--- src/rtl/seg_to_bcd.sv ---
// ---------------------------------------------------------------------------
// seg_to_bcd
//   Converts a stream of 7-segment display patterns into a packed BCD value.
//   Each accepted pattern is decoded to a decimal digit and shifted into the
//   value from the least-significant end. The value is handed to a consumer
//   once NDIG digits have arrived, or earlier when a pattern carries the
//   decimal point. An undecodable pattern flags Err and discards the
//   partial value.
//
// Parameters
//   NDIG        : BCD digits per assembled value (1..8)
//
// Ports
//   clk         : clock, rising edge
//   rst         : asynchronous reset, active low
//   Seg_in      : segment pattern, active high, bit0=a .. bit6=g, bit7=dp
//   Seg_valid   : Seg_in holds a pattern to transfer
//   Seg_ready   : block accepts a pattern this cycle (high unless holding)
//   Dout        : most recently accepted legal digit
//   Value       : assembled BCD value, least-significant digit in [3:0]
//   Value_valid : Value is complete and waiting for the consumer
//   Value_ready : consumer takes Value on this edge
//   Err         : one-cycle pulse after an illegal pattern was transferred
// ---------------------------------------------------------------------------
module seg_to_bcd #(
  parameter int NDIG = 4
) (
  input  logic              clk,
  input  logic              rst,
  input  logic [7:0]        Seg_in,
  input  logic              Seg_valid,
  output logic              Seg_ready,
  output logic [3:0]        Dout,
  output logic [4*NDIG-1:0] Value,
  output logic              Value_valid,
  input  logic              Value_ready,
  output logic              Err
);

  localparam int CW = $clog2(NDIG + 1);
  localparam logic [CW-1:0] LAST_CNT = CW'(NDIG);

  typedef enum logic [1:0] {
    IDLE    = 2'd0,
    COLLECT = 2'd1,
    HOLD    = 2'd2
  } state_t;

  // Returns {legal, digit}; the decimal point is not part of the lookup.
  function automatic logic [4:0] seg_decode(input logic [6:0] seg);
    logic [4:0] res;
    case (seg)
      7'h3F:   res = {1'b1, 4'd0};
      7'h06:   res = {1'b1, 4'd1};
      7'h5B:   res = {1'b1, 4'd2};
      7'h4F:   res = {1'b1, 4'd3};
      7'h66:   res = {1'b1, 4'd4};
      7'h6D:   res = {1'b1, 4'd5};
      7'h7D:   res = {1'b1, 4'd6};
      7'h07:   res = {1'b1, 4'd7};
      7'h7F:   res = {1'b1, 4'd8};
      7'h6F:   res = {1'b1, 4'd9};
      default: res = {1'b0, 4'd0};
    endcase
    return res;
  endfunction

  state_t            state_q, state_d;
  logic [CW-1:0]     count_q, count_d;
  logic [4*NDIG-1:0] value_q, value_d;
  logic [3:0]        dout_q, dout_d;
  logic              err_q, err_d;

  logic              seg_ready;
  logic              value_valid;
  logic [4:0]        dec;
  logic              seg_legal;
  logic [3:0]        seg_digit;
  logic              xfer;
  logic [CW-1:0]     count_inc;
  logic              last_digit;
  logic              terminate;

  // Decode and transfer qualification
  always_comb begin
    dec        = seg_decode(Seg_in[6:0]);
    seg_legal  = dec[4];
    seg_digit  = dec[3:0];
    xfer       = Seg_valid & seg_ready;
    count_inc  = count_q + CW'(1);
    last_digit = (count_inc == LAST_CNT);
    // A dp on a legal digit closes the value early; upper digits stay zero.
    terminate  = last_digit | Seg_in[7];
  end

  // State register
  always_ff @(posedge clk or negedge rst) begin
    if (!rst) begin
      state_q <= IDLE;
    end else begin
      state_q <= state_d;
    end
  end

  // Next-state logic
  always_comb begin
    state_d = state_q;
    case (state_q)
      IDLE, COLLECT: begin
        if (xfer) begin
          if (!seg_legal) begin
            state_d = IDLE;
          end else if (terminate) begin
            state_d = HOLD;
          end else begin
            state_d = COLLECT;
          end
        end
      end
      HOLD: begin
        if (Value_ready) begin
          state_d = IDLE;
        end
      end
      default: state_d = IDLE;
    endcase
  end

  // Output decode: handshake flags follow state only
  always_comb begin
    seg_ready   = (state_q != HOLD);
    value_valid = (state_q == HOLD);
  end

  // Datapath next values
  always_comb begin
    count_d = count_q;
    value_d = value_q;
    dout_d  = dout_q;
    err_d   = 1'b0;
    case (state_q)
      IDLE, COLLECT: begin
        if (xfer) begin
          if (seg_legal) begin
            // Shift left one digit; the newest digit lands in [3:0].
            value_d      = value_q << 4;
            value_d[3:0] = seg_digit;
            dout_d       = seg_digit;
            count_d      = count_inc;
          end else begin
            // Illegal pattern: drop the partial value but keep the last
            // good digit visible on Dout.
            value_d = '0;
            count_d = '0;
            err_d   = 1'b1;
          end
        end
      end
      HOLD: begin
        if (Value_ready) begin
          value_d = '0;
          count_d = '0;
        end
      end
      default: begin
        value_d = '0;
        count_d = '0;
      end
    endcase
  end

  // Datapath registers
  always_ff @(posedge clk or negedge rst) begin
    if (!rst) begin
      count_q <= '0;
      value_q <= '0;
      dout_q  <= '0;
      err_q   <= 1'b0;
    end else begin
      count_q <= count_d;
      value_q <= value_d;
      dout_q  <= dout_d;
      err_q   <= err_d;
    end
  end

  assign Seg_ready   = seg_ready;
  assign Value_valid = value_valid;
  assign Value       = value_q;
  assign Dout        = dout_q;
  assign Err         = err_q;

endmodule

--- config.mk ---
export PLATFORM = sky130hd
export DESIGN_NAME = seg_to_bcd
export DESIGN_NICKNAME = d
export VERILOG_FILES = /design/src/rtl/seg_to_bcd.sv
export SDC_FILE = /design/constraint.sdc
export NUM_CORES = 1
export LEC_CHECK = 0
export CAP_MARGIN = 20
export CORE_UTILIZATION = 42
export DETAILED_ROUTE_END_ITERATION = 10
export HOLD_SLACK_MARGIN = 0.1
export PLACE_DENSITY = 0.77
export SETUP_SLACK_MARGIN = 0.05
export SLEW_MARGIN = 20
export SYNTH_ARGS = -nofsm -noshare
export SYNTH_HDL_FRONTEND = slang
export SYNTH_SLANG_ARGS = --single-unit
--- constraint.sdc ---
create_clock -name clk -period 1.4 [get_ports clk]
set_input_delay 0.28 -clock clk [delete_from_list [all_inputs] [get_ports clk]]
set_output_delay 0.28 -clock clk [all_outputs]
set_load 0.1 [all_outputs]
==> flow_metrics.tcl <==
set metrics [dict create \
    clkTransAtPathRegs_ps 140 \
    path_class "register to output pin" \
    seq_area_frac_synth 0.531 \
    num_rows 19 \
    final_nets 185 \
    worst_hold_slack_ps 298 \
    violations "negative setup slack" \
    status "finished with violations" \
    synth-edff-count 0 \
    grt_start_max_net_pins 27 \
    worstPathArrival_ps 1240 \
    setup-tns-final_ps -272 \
    maxSlewHeadroom 0.774 \
    hp-class "primary input to asynchronous set/reset pin" \
    async_flop_share 1.00 \
    skew_ps 12.8 \
    syn2layout_area_growth_pct 77.6 \
    synth.avg_cell_area_um2 11.3 \
    vias_per_cell 5.69 \
    min_period_ps 1520 \
    wire_per_inst_um 17.7 \
    grtUsageTotal 0.240 \
    dr.pass1.iters 4 \
    dieArea_mm2 0.00314 \
    cts.sinks 26 \
    dpl.hpwl_mm 2.52 \
    post-route-period-util 1.08 \
    cp_max_fo 2 \
    start_util 0.444 \
    die_x_um 56.0 \
    vdd_ir_drop_max_mv 0.674 \
    crit_slowest_cell "dfrtp_1" \
    synth-seq-cells 26 \
    ant_nets 0 \
    cts_hold_buf 0 \
    netlist_instances 108 \
    drv_cap 0 \
    finalMaxSlewViolations 0 \
    route.detailed.drc 0 \
    ios 35 \
    syn-cell-area_mm2 0.00122 \
    die_h_um 56.0 \
    power_uw 1700 \
    crit_path_cell_trace "buf_6 > nand2b_4 > clkinvlp_4 > buf_12" \
    h-tree-depth 1 \
    drive_above_1_share 0.515 \
    reg2reg_from "state_q[1]" \
    drt-initial-drc-count 15 \
    yosysUniqueCellTypes 34 \
    gp_congestion 0.785 \
    antenna_found_initial 0 \
    worstMarginPinSlew_ps 340 \
    power_density_mw_per_mm2 780 \
    io_buffer_count 34 \
    synth_top_flop_cell "dfrtp_1" \
    required_ps 1120 \
    p_leak_uw 0.00102 \
    vias 1138 \
    hold_viol 0 \
    cts_buffers 3 \
    antenna-diode-count 0 \
    setup_viol 4 \
    grt_overflow 0 \
    fp.coreArea_mm2 0.00276 \
    synthesis.nets 122 \
    clk_latency_ps 330 \
    grt_pass1_vias 1181 \
    end_kind "output pin" \
    cts_tree "done" \
    setup_ws_ps -118 \
    cpPeakStageDelay_ps 430 \
    fmax_mhz 659 \
    start_kind "register" \
    cp-startpoint "state_q[1]" \
    wirelength_mm 3.54 \
    cts_buffer_depth 2 \
    grt_pass1_wl_mm 5.72 \
    cts-root-buf "clkbuf_4" \
    rsz0062_at_grt "true" \
    yosys_warnings 0 \
]
-- timing repair --
action | in CTS | in global routing
hold endpoints to repair | 0 | 0
gates resized for setup | 57 | 1
pin swaps | 6 | 1
buffers inserted | 3 | 0
endpoints found under the setup margin | 28 | 24
-- registers in the layout (all words and copies together) (netlist names) --
name / count
Value: 16
state_q: 2
count_q: 3
Dout: 4
Err: 1
-- Yosys cell counts (2+ instances only) --
cell type,number,share of area
dfrtp_1,26,0.53
a21o_1,2,0.012
o22ai_1,2,0.010
inv_1,3,0.0092
nor3_1,3,0.012
nand2b_1,6,0.031
nor2_1,4,0.012
and2_1,3,0.015
a22o_1,17,0.12
mux2_4,2,0.025
a21oi_1,4,0.016
nand2_1,8,0.025
o21ai_0,5,0.020
ha_1,2,0.020
buf_2,2,0.0082
-- worst paths after layout --
path,to,slack [ps],depth (start not counted)
max,Value_valid,-120,4
min,Value[10],300,2
max reg2reg,Dout[2],-40,5
min reg2reg,Value[12],590,1
max in group asynchronous,Value[15],840,2
min in group clk,Dout[3],540,5
-- cell families (layout without fill, tap and decap cells) --
logic type               count (synthesis)  after routing  synth area share
adder cells (fa/ha/maj)                  2              2            0.0204
buffers and inverters                    7             68            0.0327
AND/OR/NAND/NOR                         33             33             0.147
flip-flops                              26             26             0.531
multiplexers                             4              4            0.0419
AO/OA/AOI/OAI                           34             34             0.212
XOR/XNOR                                 2              2            0.0143
-- worst max-delay path: cells and delay by family (launching register included) --
family / cells / cell delay [ps]
and+or+nand+nor: 1 / 80
buffers and inverters: 3 / 400
DFF: 1 / 430
-- report_power, final --
group | switching (uW) | internal [uW] | leakage, uW
Combinational | 343 | 221 | 0.000650
Sequential | 33.1 | 779 | 0.000357
Clock | 219 | 101 | 0.0000138
-- layout by cell type, fill, tap and decap left out, types with 2 or more instances in the layout --
| master | netlist | layout |
|---|---|---|
| nand2b_1 | 6 | 4 |
| o21ai_0 | 5 | 3 |
| nand2_1 | 8 | 5 |
| clkbuf_4 | 0 | 3 |
| nand2b_4 | 0 | 2 |
| buf_6 | 1 | 6 |
| nor2_1 | 4 | 4 |
| nor3_4 | 0 | 2 |
| buf_12 | 0 | 23 |
| mux2_4 | 2 | 2 |
| inv_1 | 3 | 2 |
| nand2_2 | 0 | 2 |
| buf_2 | 2 | 5 |
| a21o_1 | 2 | 2 |
| dfrtp_1 | 26 | 26 |
| buf_4 | 1 | 23 |
| a22o_1 | 17 | 17 |
| clkdlybuf4s50_1 | 0 | 4 |
| a21oi_2 | 1 | 4 |
| and2_4 | 0 | 2 |
-- per-stage QoR --
step / instances / cell area (um2) / setup slack (ps) / util
after floorplan: 108 / 1270 / -146 / -
after global placement: 194 / 2030 / -710 / 0.737
after detailed placement: 194 / 2030 / -833 / 0.737
after CTS: 200 / 2170 / -101 / 0.787
after global routing: 200 / 2180 / -161 / 0.789
final: 200 / 2180 / -118 / 0.789
-- routing by layer --
layer / routed length, um / global-route usage
met4: 98 / 0.125
met1: 1420 / 0.275
met3: 100 / 0.0326
met5: 0 / 0
met2: 1920 / 0.430
-- area by class of cell --
class                           count  area [um2]
Sequential cell                    26         651
Multi-Input combinational cell     75         672
Clock buffer                        3        22.5
Tap cell                           31        38.8
Timing Repair Buffer               62         777
Fill cell                         164         582
Inverter                            3        15.0
Note: power is estimated with default switching activity, not from simulation.
==> edit 1 (config.mk and constraints unchanged) <==
Encoding of `state_t`: now one-hot (3 bits for 3 states).
--- a/src/rtl/seg_to_bcd.sv
+++ b/src/rtl/seg_to_bcd.sv
@@ -40,10 +40,10 @@
   localparam int CW = $clog2(NDIG + 1);
   localparam logic [CW-1:0] LAST_CNT = CW'(NDIG);
 
-  typedef enum logic [1:0] {
-    IDLE    = 2'd0,
-    COLLECT = 2'd1,
-    HOLD    = 2'd2
+  typedef enum logic [2:0] {
+    IDLE    = 3'b001,
+    COLLECT = 3'b010,
+    HOLD    = 3'b100
   } state_t;
 
   // Returns {legal, digit}; the decimal point is not part of the lookup.
Check against the original RTL: no difference found for any inputs over 10 cycles, from zero or initial values and one cycle with rst low; not proved beyond that.
==> edit 1 against the unedited design <==
The run ends with design-rule violations, negative setup slack left. Total power fell by 4.0%. Sequential cell count rose by 1. Worst hold slack got worse by 0.0044 ns. Register-to-register slack got worse by 0.28 ns. Area after synthesis rose by 8.1%. Synthesized cell count rose by 1.9%. Final cell count rose by 8.0%. Worst setup slack got worse by 0.26 ns. Global-route usage barely moved. Wire length fell by 3.5%. Sequential share of layout area fell by 0.75 points. Final area rose by 6.7%.
==> edit 1: results <==
timing:
  fin_ws_ns: -0.377
  slew_headroom_pct: 80.8
  setup_tns_ns: -7.70
  setup_violations: 29
routing:
  vias: 1147
  drt_wl_total_um: 3420
  drc: 1
  firstDrtPassIters: 7
  drt_iter0_drc: 23
synthesis:
  syn_nets: 124
  ys_seq_area_share_pct: 51.1
  synth_common_cells: "dfrtp_1 (26), a22o_1 (16), nand2_1 (7), a21oi_1 (5)"
  synth.distinct_cells: 41
outcome:
  violations: "design-rule violations, negative setup slack"
  outcome: "finished with violations"
final_layout:
  layout.nets: 187
  nFillCells: 189
  drive_above_1_share_pct: 50.0
global_routing:
  grt_pass1_vias: 1223
  grt_pass1_wl_um: 6020
  track_usage_pct: 23.9
  grt_max_degree: 28
place:
  routabilityCongestion: 0.782
  place_ws_ns: -0.809
  dp.final_hpwl_um: 2430
power_and_ir_drop:
  p_leak_nw: 1.07
  ir_drop_mv: 0.513
critical_path:
  r2r_cells: 7
-- edit 1: cell type report --
class	count	area [um2]	area share (%)
Inverter	4	18.8	0.808
Clock buffer	3	22.5	0.970
Sequential cell	27	677	29.1
Clock inverter	1	7.51	0.323
Tap cell	44	55.1	2.37
Multi-Input combinational cell	73	694	29.9
Timing Repair Buffer	64	847	36.5
-- edit 1: worst max-delay path, stage by stage, from the launching register on --
cell        delay [ns]
dfstp_2           0.57
buf_6             0.09
nand2b_4          0.11
or2_4             0.15
clkinvlp_4        0.09
buf_12            0.17
-- edit 1: stage by stage --
stage / instance area [um2] / instances / hold WS (ns)
after floorplan: 1370 / 110 / -0.0156
after global placement: 2140 / 205 / 0.475
after detailed placement: 2140 / 205 / 0.490
after CTS: 2290 / 214 / 0.290
after global routing: 2320 / 216 / 0.288
final: 2320 / 216 / 0.294
-- edit 1: power breakdown --
part	leakage, nW	switching (W)	internal [W]	total [W]
Clock	0.0139	0.000226	0.000109	0.000335
Combinational	0.688	0.000263	0.000200	0.000463
Sequential	0.370	0.0000272	0.000803	0.000830
-- edit 1: per-layer routing --
layer	vias up	track usage, %	part of all wire [%]
met2	32	42.4	53
li1	538	-	-
met5	-	0	0
met4	0	8.16	2.0
met1	570	29.7	42
met3	7	3.57	3.0
-- edit 1: final timing paths --
check	from	to	slack (ns)
setup reg to reg	state_q[0]	Dout[3]	-0.32
min in group clk	count_q[2]	count_q[2]	0.52
hold / removal	rst	Value[14]	0.29
max in group asynchronous	rst	state_q[0]	0.88
setup / recovery	state_q[0]	Value_valid	-0.38
hold reg to reg	count_q[2]	count_q[2]	0.52
-- edit 1: timing repair --
item                                    in CTS  in global routing
setup buffers                                4                  2
cloned                                       1                  0
pin swaps                                   10                  5
endpoints found under the setup margin      29                 29
resized for setup                           28                  4
-- edit 1: logic make-up (layout without fill, tap and decap cells) --
kind of cell / Yosys count / count (layout) / share of synthesized area (%)
and+or+nand+nor: 30 / 30 / 15.0
xor gates and xnor gates: 3 / 3 / 1.99
DFF: 27 / 27 / 51.1
muxes: 3 / 3 / 2.55
AOI/OAI and AO/OA: 35 / 35 / 22.8
buffers and inverters: 10 / 72 / 4.63
adders and majority gates: 2 / 2 / 1.89
==> edit 2 (same flow settings) <==
Without the edit above. `NDIG`: 4 -> 8.
--- a/src/rtl/seg_to_bcd.sv
+++ b/src/rtl/seg_to_bcd.sv
@@ -23,7 +23,7 @@
 //   Err         : one-cycle pulse after an illegal pattern was transferred
 // ---------------------------------------------------------------------------
 module seg_to_bcd #(
-  parameter int NDIG = 4
+  parameter int NDIG = 8
 ) (
   input  logic              clk,
   input  logic              rst,
Interface: changed (resized Value); port bits go from 35 to 51. No check against the original RTL was run, so the function may have changed too.
==> edit 2 against the unedited design <==
The flow still finishes with violations (negative setup slack). Register-to-register slack got worse by 0.19 ns. Sequential cell count grew 17. Worst setup slack lost 0.11 ns. Total power is 66% higher. Die area increased by 51%. Area after synthesis rose by 53%. Final cell count up 44%. Final area up 56%. Wire length rose by 72%. Count of clock-buffer cells in the layout up 3. Core utilization increased by 2.8 points. Critical endpoint is now Value[0]. Largest cell class unchanged.
==> edit 2: results <==
outcome:
  outcome: "finished with violations"
  violations: "negative setup slack"
place:
  dpl-instance-area_mm2: 0.00298
  dp.final_hpwl_um: 3620
  place_ws_ns: -0.993
  io_buffers: 50
power_and_ir_drop:
  seq_power_w: 0.00132
  pg_comb_w: 0.000739
  p_leak_nw: 1.55
  power_density_mw_per_mm2: 833
final_layout:
  drive_above_1_share_pct: 48.1
  largest_register_ffs: 32
  nFillCells: 227
  layout.nets: 249
  nNonClkBuffers: 85
  multiInputGateArea_um2: 862
min_path:
  hold_class: "in2reg"
routing:
  wl_met3_um: 264
  drt_wl_total_um: 6100
  drt_iter0_drc: 95
  routed_via_density: 5.99
critical_path:
  cp_num_buf_inv: 4
  cpLargestDelayFamily: "buffers and inverters"
  rr_endpoint: "Value[0]"
  crit_fanout: 10
timing:
  fin_ws_ns: -0.228
  setup_violations: 40
clock_tree:
  cts-root-buf: "clkbuf_8"
  path_clk_slew_ns: 0.08
global_routing:
  use_met3_pct: 5.43
synthesis:
  synth_area_mm2: 0.00187
  syn_inst: 153
-- edit 2: cell types whose count changed in the layout (fill, tap and decap cells not counted), moves of 3 or more --
cell and change:
a21oi_2 -4, a22o_1 +13, buf_12 +20, buf_16 +3, clkbuf_4 -3, clkbuf_8 +5, dfrtp_1 +16, nand2_1 +3
nor2_1 +3
-- edit 2: worst max path at each step --
| stage | slack (ns) | end |
|---|---|---|
| 6_report | -0.23 | Value[0] |
| 5_1_grt | -0.24 | Dout[3] |
| 4_1_cts | -0.15 | Dout[3] |
| 3_5_place_dp | -0.99 | Dout[3] |
| 3_3_place_gp | -0.84 | Dout[3] |
| 2_1_floorplan | -0.35 | Value[23] |
-- edit 2: kinds of logic after synthesis --
logic type | after synthesis | share of synthesized area (%)
AO/OA/AOI/OAI | 51 | 22.1
XOR/XNOR | 2 | 0.937
adder cells (fa/ha/maj) | 1 | 0.669
buffers and inverters | 13 | 4.68
flip-flops | 43 | 57.5
multiplexers | 3 | 1.74
AND/OR/NAND/NOR | 40 | 12.4
